**src/rtl/spi_master.sv**
```systemverilog
// spi_master: SPI bus master (SELECT/TRANSFER/DESELECT/GAP frame sequencer), SCLK = inner_clk/2.
// Optional macro SPI_LOOPBACK_EN adds a loopback input that captures internal mosi with cs held inactive.
module spi_master #(
  parameter int DATA_W     = 16,
  parameter int NUM_CS     = 4,
  parameter bit CPOL       = 1'b0,
  parameter bit CPHA       = 1'b0,
  parameter bit LSB_FIRST  = 1'b1,
  parameter bit CS_ACTIVE  = 1'b0,
  parameter int GAP_CYCLES = 2,
  localparam int CSW = (NUM_CS > 1) ? $clog2(NUM_CS) : 1
) (
  input  logic              inner_clk,
  input  logic              reset,
  input  logic              start,
  input  logic [CSW-1:0]    cs_sel,
  input  logic [DATA_W-1:0] data_tx,
  output logic [DATA_W-1:0] data_rx,
  output logic              busy,
  output logic              done,
  output logic              err,
  output logic              sclk,
  output logic              mosi,
`ifdef SPI_LOOPBACK_EN
  input  logic              loopback,
`endif
  input  logic              miso,
  output logic [NUM_CS-1:0] cs
);
  localparam int CW = $clog2(2 * DATA_W);
  localparam logic [CW-1:0] LAST = CW'(2 * DATA_W - 1);
  localparam logic [CSW:0] NCS = (CSW + 1)'(NUM_CS);
  localparam logic [NUM_CS-1:0] INACT = {NUM_CS{~CS_ACTIVE}};
  typedef enum logic [2:0] {IDLE, SELECT, TRANSFER, DESELECT, GAP} state_t;
  state_t              r_state;
  logic                r_sclk, r_mosi, r_busy, r_done, r_err;
  logic [NUM_CS-1:0]   r_cs;
  logic [DATA_W-1:0]   r_tx, r_rx, r_data_rx;
  logic [CW-1:0]       r_cnt;
  logic [3:0]          r_gap;
  logic                w_lead, w_trail, w_adv, w_cap, w_in, w_bit, w_tx0, w_valid;
  logic [DATA_W-1:0]   w_sh, w_nxt, w_rx_sh;
  logic [NUM_CS-1:0]   w_cs_act;
  // Leading edge: end of SELECT and end of every odd TRANSFER cycle except the last one
  assign w_lead  = (r_state == SELECT) || (r_state == TRANSFER && r_cnt[0] && r_cnt != LAST);
  assign w_trail = (r_state == TRANSFER) && !r_cnt[0];
  assign w_adv   = CPHA ? w_lead : w_trail;
  assign w_cap   = CPHA ? w_trail : w_lead;
  assign w_sh    = LSB_FIRST ? (r_tx >> 1) : (r_tx << 1);
  assign w_nxt   = CPHA ? r_tx : w_sh;
  assign w_bit   = LSB_FIRST ? w_nxt[0] : w_nxt[DATA_W-1];
  assign w_tx0   = LSB_FIRST ? data_tx[0] : data_tx[DATA_W-1];
  assign w_valid = {1'b0, cs_sel} < NCS;
  assign w_rx_sh = LSB_FIRST ? {w_in, r_rx[DATA_W-1:1]} : {r_rx[DATA_W-2:0], w_in};
`ifdef SPI_LOOPBACK_EN
  assign w_in     = loopback ? r_mosi : miso;
  assign w_cs_act = loopback ? INACT : INACT ^ (NUM_CS'(1) << cs_sel);
`else
  assign w_in     = miso;
  assign w_cs_act = INACT ^ (NUM_CS'(1) << cs_sel);
`endif
  always_ff @(posedge inner_clk or posedge reset) begin
    if (reset) begin
      r_state   <= IDLE;
      r_sclk    <= CPOL;
      r_mosi    <= 1'b0;
      r_busy    <= 1'b0;
      r_done    <= 1'b0;
      r_err     <= 1'b0;
      r_cs      <= INACT;
      r_tx      <= '0;
      r_rx      <= '0;
      r_data_rx <= '0;
      r_cnt     <= '0;
      r_gap     <= '0;
    end else begin
      r_done <= 1'b0;
      r_err  <= 1'b0;
      if (w_adv) begin
        r_tx   <= w_sh;
        r_mosi <= w_bit;
      end
      if (w_cap) r_rx <= w_rx_sh;
      case (r_state)
        IDLE: begin
          if (start && w_valid) begin
            r_state <= SELECT;
            r_busy  <= 1'b1;
            r_cs    <= w_cs_act;
            r_tx    <= data_tx;
            r_mosi  <= CPHA ? 1'b0 : w_tx0;
            r_cnt   <= '0;
          end else if (start) r_err <= 1'b1;
        end
        SELECT: begin
          r_state <= TRANSFER;
          r_sclk  <= ~CPOL;
        end
        TRANSFER: begin
          r_cnt  <= r_cnt + CW'(1);
          r_sclk <= ~r_sclk;
          if (r_cnt == LAST) begin
            r_state   <= DESELECT;
            r_sclk    <= CPOL;
            r_cs      <= INACT;
            r_mosi    <= 1'b0;
            r_data_rx <= r_rx;
            r_done    <= 1'b1;
          end
        end
        DESELECT: begin
          if (GAP_CYCLES == 0) begin
            r_state <= IDLE;
            r_busy  <= 1'b0;
          end else begin
            r_state <= GAP;
            r_gap   <= 4'(GAP_CYCLES - 1);
          end
        end
        GAP: begin
          if (r_gap == 4'd0) begin
            r_state <= IDLE;
            r_busy  <= 1'b0;
          end else r_gap <= r_gap - 4'd1;
        end
        default: r_state <= IDLE;
      endcase
    end
  end
  assign data_rx = r_data_rx;
  assign busy    = r_busy;
  assign done    = r_done;
  assign err     = r_err;
  assign sclk    = r_sclk;
  assign mosi    = r_mosi;
  assign cs      = r_cs;
endmodule
```
**config.mk**
```make
export PLATFORM = sky130hd
export DESIGN_NAME = spi_master
export DESIGN_NICKNAME = d
export VERILOG_FILES = /design/src/rtl/spi_master.sv
export SDC_FILE = /design/constraint.sdc
export NUM_CORES = 1
export LEC_CHECK = 0
export ABC_AREA = 1
export CORE_MARGIN = 4
export CORE_UTILIZATION = 35
export CTS_CLUSTER_DIAMETER = 150
export DETAILED_ROUTE_END_ITERATION = 16
export MAX_ROUTING_LAYER = met4
export PLACE_DENSITY = 0.62
export SETUP_SLACK_MARGIN = 0.5
export SLEW_MARGIN = 20
export SYNTH_ARGS = -nofsm -noshare
export SYNTH_HDL_FRONTEND = slang
export SYNTH_SLANG_ARGS = --single-unit
```
**constraint.sdc**
```tcl
create_clock -name inner_clk -period 3.7 [get_ports inner_clk]
set_input_delay 0.74 -clock inner_clk [delete_from_list [all_inputs] [get_ports inner_clk]]
set_output_delay 0.74 -clock inner_clk [all_outputs]
set_load 0.02 [all_outputs]
```
==> metrics <==
largest net degree at the start of global routing=37; initial antenna violation count=0; CTS Hold Bufs=0; first-pass GRT wire length=between 10 and 15 mm; register area share after synthesis=54.79%; fmax=452.7 MHz; Rel. slew slack=between 40% and 50%; Synth Area per Inst=8.163 um2; leakage power=2.013 nW; slowest library cell on the worst path=clkdlybuf4s50_1; worst slew pin tran=a little under 0.8 ns; TritonRoute pass-1 iters=4; # port buffers=45; met3 WL=about 380 um; Final Critical Period=around 2.2 ns; CP Data Arrival Time=1.47 ns; #FFs+latches synth=67; post-synthesis instance total=376; via count=2490; MaxCap Viol Count=0; die height=101.6 um; Synth top area share=51.37%; critical path required time=approximately 3 ns; Initial Util=36.62%; Final Max Tran Viols=0; Area Overhead vs Synth=23.81%; R2R cell count=9; worst setup margin=1.491 ns; Synth area leader=dfrtp_1; area of the core=8382 um2; drt drc=0; fraction of final layout cells sized beyond drive strength 1=8.197%; synth top area cells=dfrtp_1, nand2_1, nand3_1; Final nets=about 450; Clk pin slew, worst setup/hold paths=0.07 ns; worst hold path startpoint=cs[3]; setup slack at placement=1.388 ns; GR Util All Layers=13.52%; root buf cell=clkbuf_8; routed wl met2=about 2.7 mm; Metal-1 WL=2.991 mm; CP top delay family=buffers and inverters; CTS tree=yes; Post CTS Setup Buffer Count=0; Worst path max stage delay=0.60 ns; CTS-repair resized insts=0; wire per inst=approximately 12 um; ant diodes=0; CTS buffer count=9; CP Capture Type=output pin; synthesis warning total=0; synthesized cell area=3069 um2; final instance area=between 3000 and 4000 um2; Final ANT Viol Nets=0; reg2reg start=r_cnt[0]; I/O pin count=47; width of the die=about 100 um; clk buf depth=2; Die Area=10330 um2; Post-DP Area=between 3000 and 4000 um2; number of distinct library cells after synthesis=24; Crit Path Category=flip-flop to output pin; slack of the worst reg-to-reg path=1.67 ns; status=finished, final reports clean; clk_lat worst skew=0.34 ns; Synth Net Count=402; Routed WL=6.231 mm; FP Rows=33; vias in the first global route=2357; Final setup viols=0; worst reg2reg endpoint=r_rx[10]; Layout Skew=0.007550 ns; drt via density=4.680; total grt overflow=0; critical path capture point=cs[2]; Levels on crit path=1; gpl congestion=0.8096; Setup crit start kind=flip-flop; worst path buffer plus inverter count=1; DR top layer=met4; DP HPWL=around 4.2 mm; H-Tree Depth=3; first element of the critical path=cs[2]; DRT iter0 DRCs=116; CP Cell Sequence=clkdlybuf4s50_1; unrepaired setup endpoints after global routing=false; setup TNS=0 ns; fin crit share=59.70%; final hold violation count=0; Sink Count=67; P per Cell Area=750.7 nW/um2; CP Max Fanout=2; worst vdd ir=0.2252 mV; Worst Hold Class=flip-flop to flip-flop
tightest hold or removal path, cell delays in order (launching register included):
cell and delay [ns]:
dfstp_2 0.37, nand2_1 0.05, nand2_1 0.05
per-stage QoR:
| step | cells | power [W] | utilization (%) | hold WS (ns) |
|---|---|---|---|---|
| 6_report | 532 | 0.002852 | 45.34 | 0.4676 |
| 4_1_cts | 532 | 0.002881 | 45.34 | 0.4723 |
| 2_1_floorplan | 376 | 0.001941 | - | 0.4427 |
| 5_1_grt | 532 | 0.003086 | 45.34 | 0.4832 |
| 3_5_place_dp | 516 | 0.002184 | 42.63 | 0.4599 |
| 3_3_place_gp | 516 | 0.002160 | 42.63 | 0.4585 |
layer usage:
| layer | track usage [%] | vias up |
|---|---|---|
| li1 | - | 1257 |
| met1 | 17.59 | 1169 |
| met2 | 19.67 | 52 |
| met3 | 3.857 | 12 |
| met4 | 5.828 | 0 |
| met5 | - | - |
cells in the final DEF (no fill, tap or decap), types with 3 or more instances in the layout:
master	n
nand2_1	170
dfrtp_1	63
nand3_1	53
clkdlybuf4s50_1	45
inv_1	31
nor2_1	12
clkbuf_8	11
o21ai_0	8
nand3_2	4
ha_1	4
dfstp_2	4
inv_2	3
clkinv_2	3
power by group:
group          switching (W)  internal [W]  total [W]
Sequential          0.000145      0.000985    0.00113
Clock               0.000276      0.000413   0.000688
Combinational       0.000669      0.000366    0.00103
cell type report:
type | count | area [um2]
fillers | 806 | 4582
flip-flops and latches | 67 | 1682
multi-input cells | 262 | 1159
repair buffers | 47 | 465.4
clock buffers | 11 | 151.4
inverters | 35 | 136.4
well taps | 105 | 131.4
clock inverters | 5 | 75.07
state kept, by name, summed over array words and instances, names as in the netlist:
name / cells
busy: 1
cs: 4
data_rx: 16
done: 1
mosi: 1
r_cnt: 5
r_gap: 4
r_rx: 16
r_state: 3
r_tx: 15
sclk: 1
synthesized netlist by cell type, drive strengths merged:
cell type / n
ha: 4
buf: 12
nor2: 14
dfstp: 4
nand3: 57
nand3b: 1
conb: 1
o21ai: 9
a21oi: 2
nand2: 173
clkinv: 1
dfrtp: 63
o21a: 1
inv: 34
cells by family (layout without fill, tap and decap cells):
family | count (synthesis) | after routing | synth area share (%)
other | 1 | 1 | 0.1222
AND/OR/NAND/NOR | 245 | 245 | 33.96
AO/OA/AOI/OAI | 12 | 12 | 2.038
adder cells (fa/ha/maj) | 4 | 4 | 1.631
flip-flops | 67 | 67 | 54.79
buffers and inverters | 47 | 98 | 7.460
how the worst min path moves through the flow:
stage               cells past startpoint          to  slack, ns
global route                            2       cs[2]       0.48
CTS                                     2       cs[1]       0.47
detailed placement                      2       cs[1]       0.46
finish                                  2       cs[3]       0.47
floorplan                               2  data_rx[0]       0.44
global placement                        2       cs[2]       0.46
(Power assumes the default switching activity.)
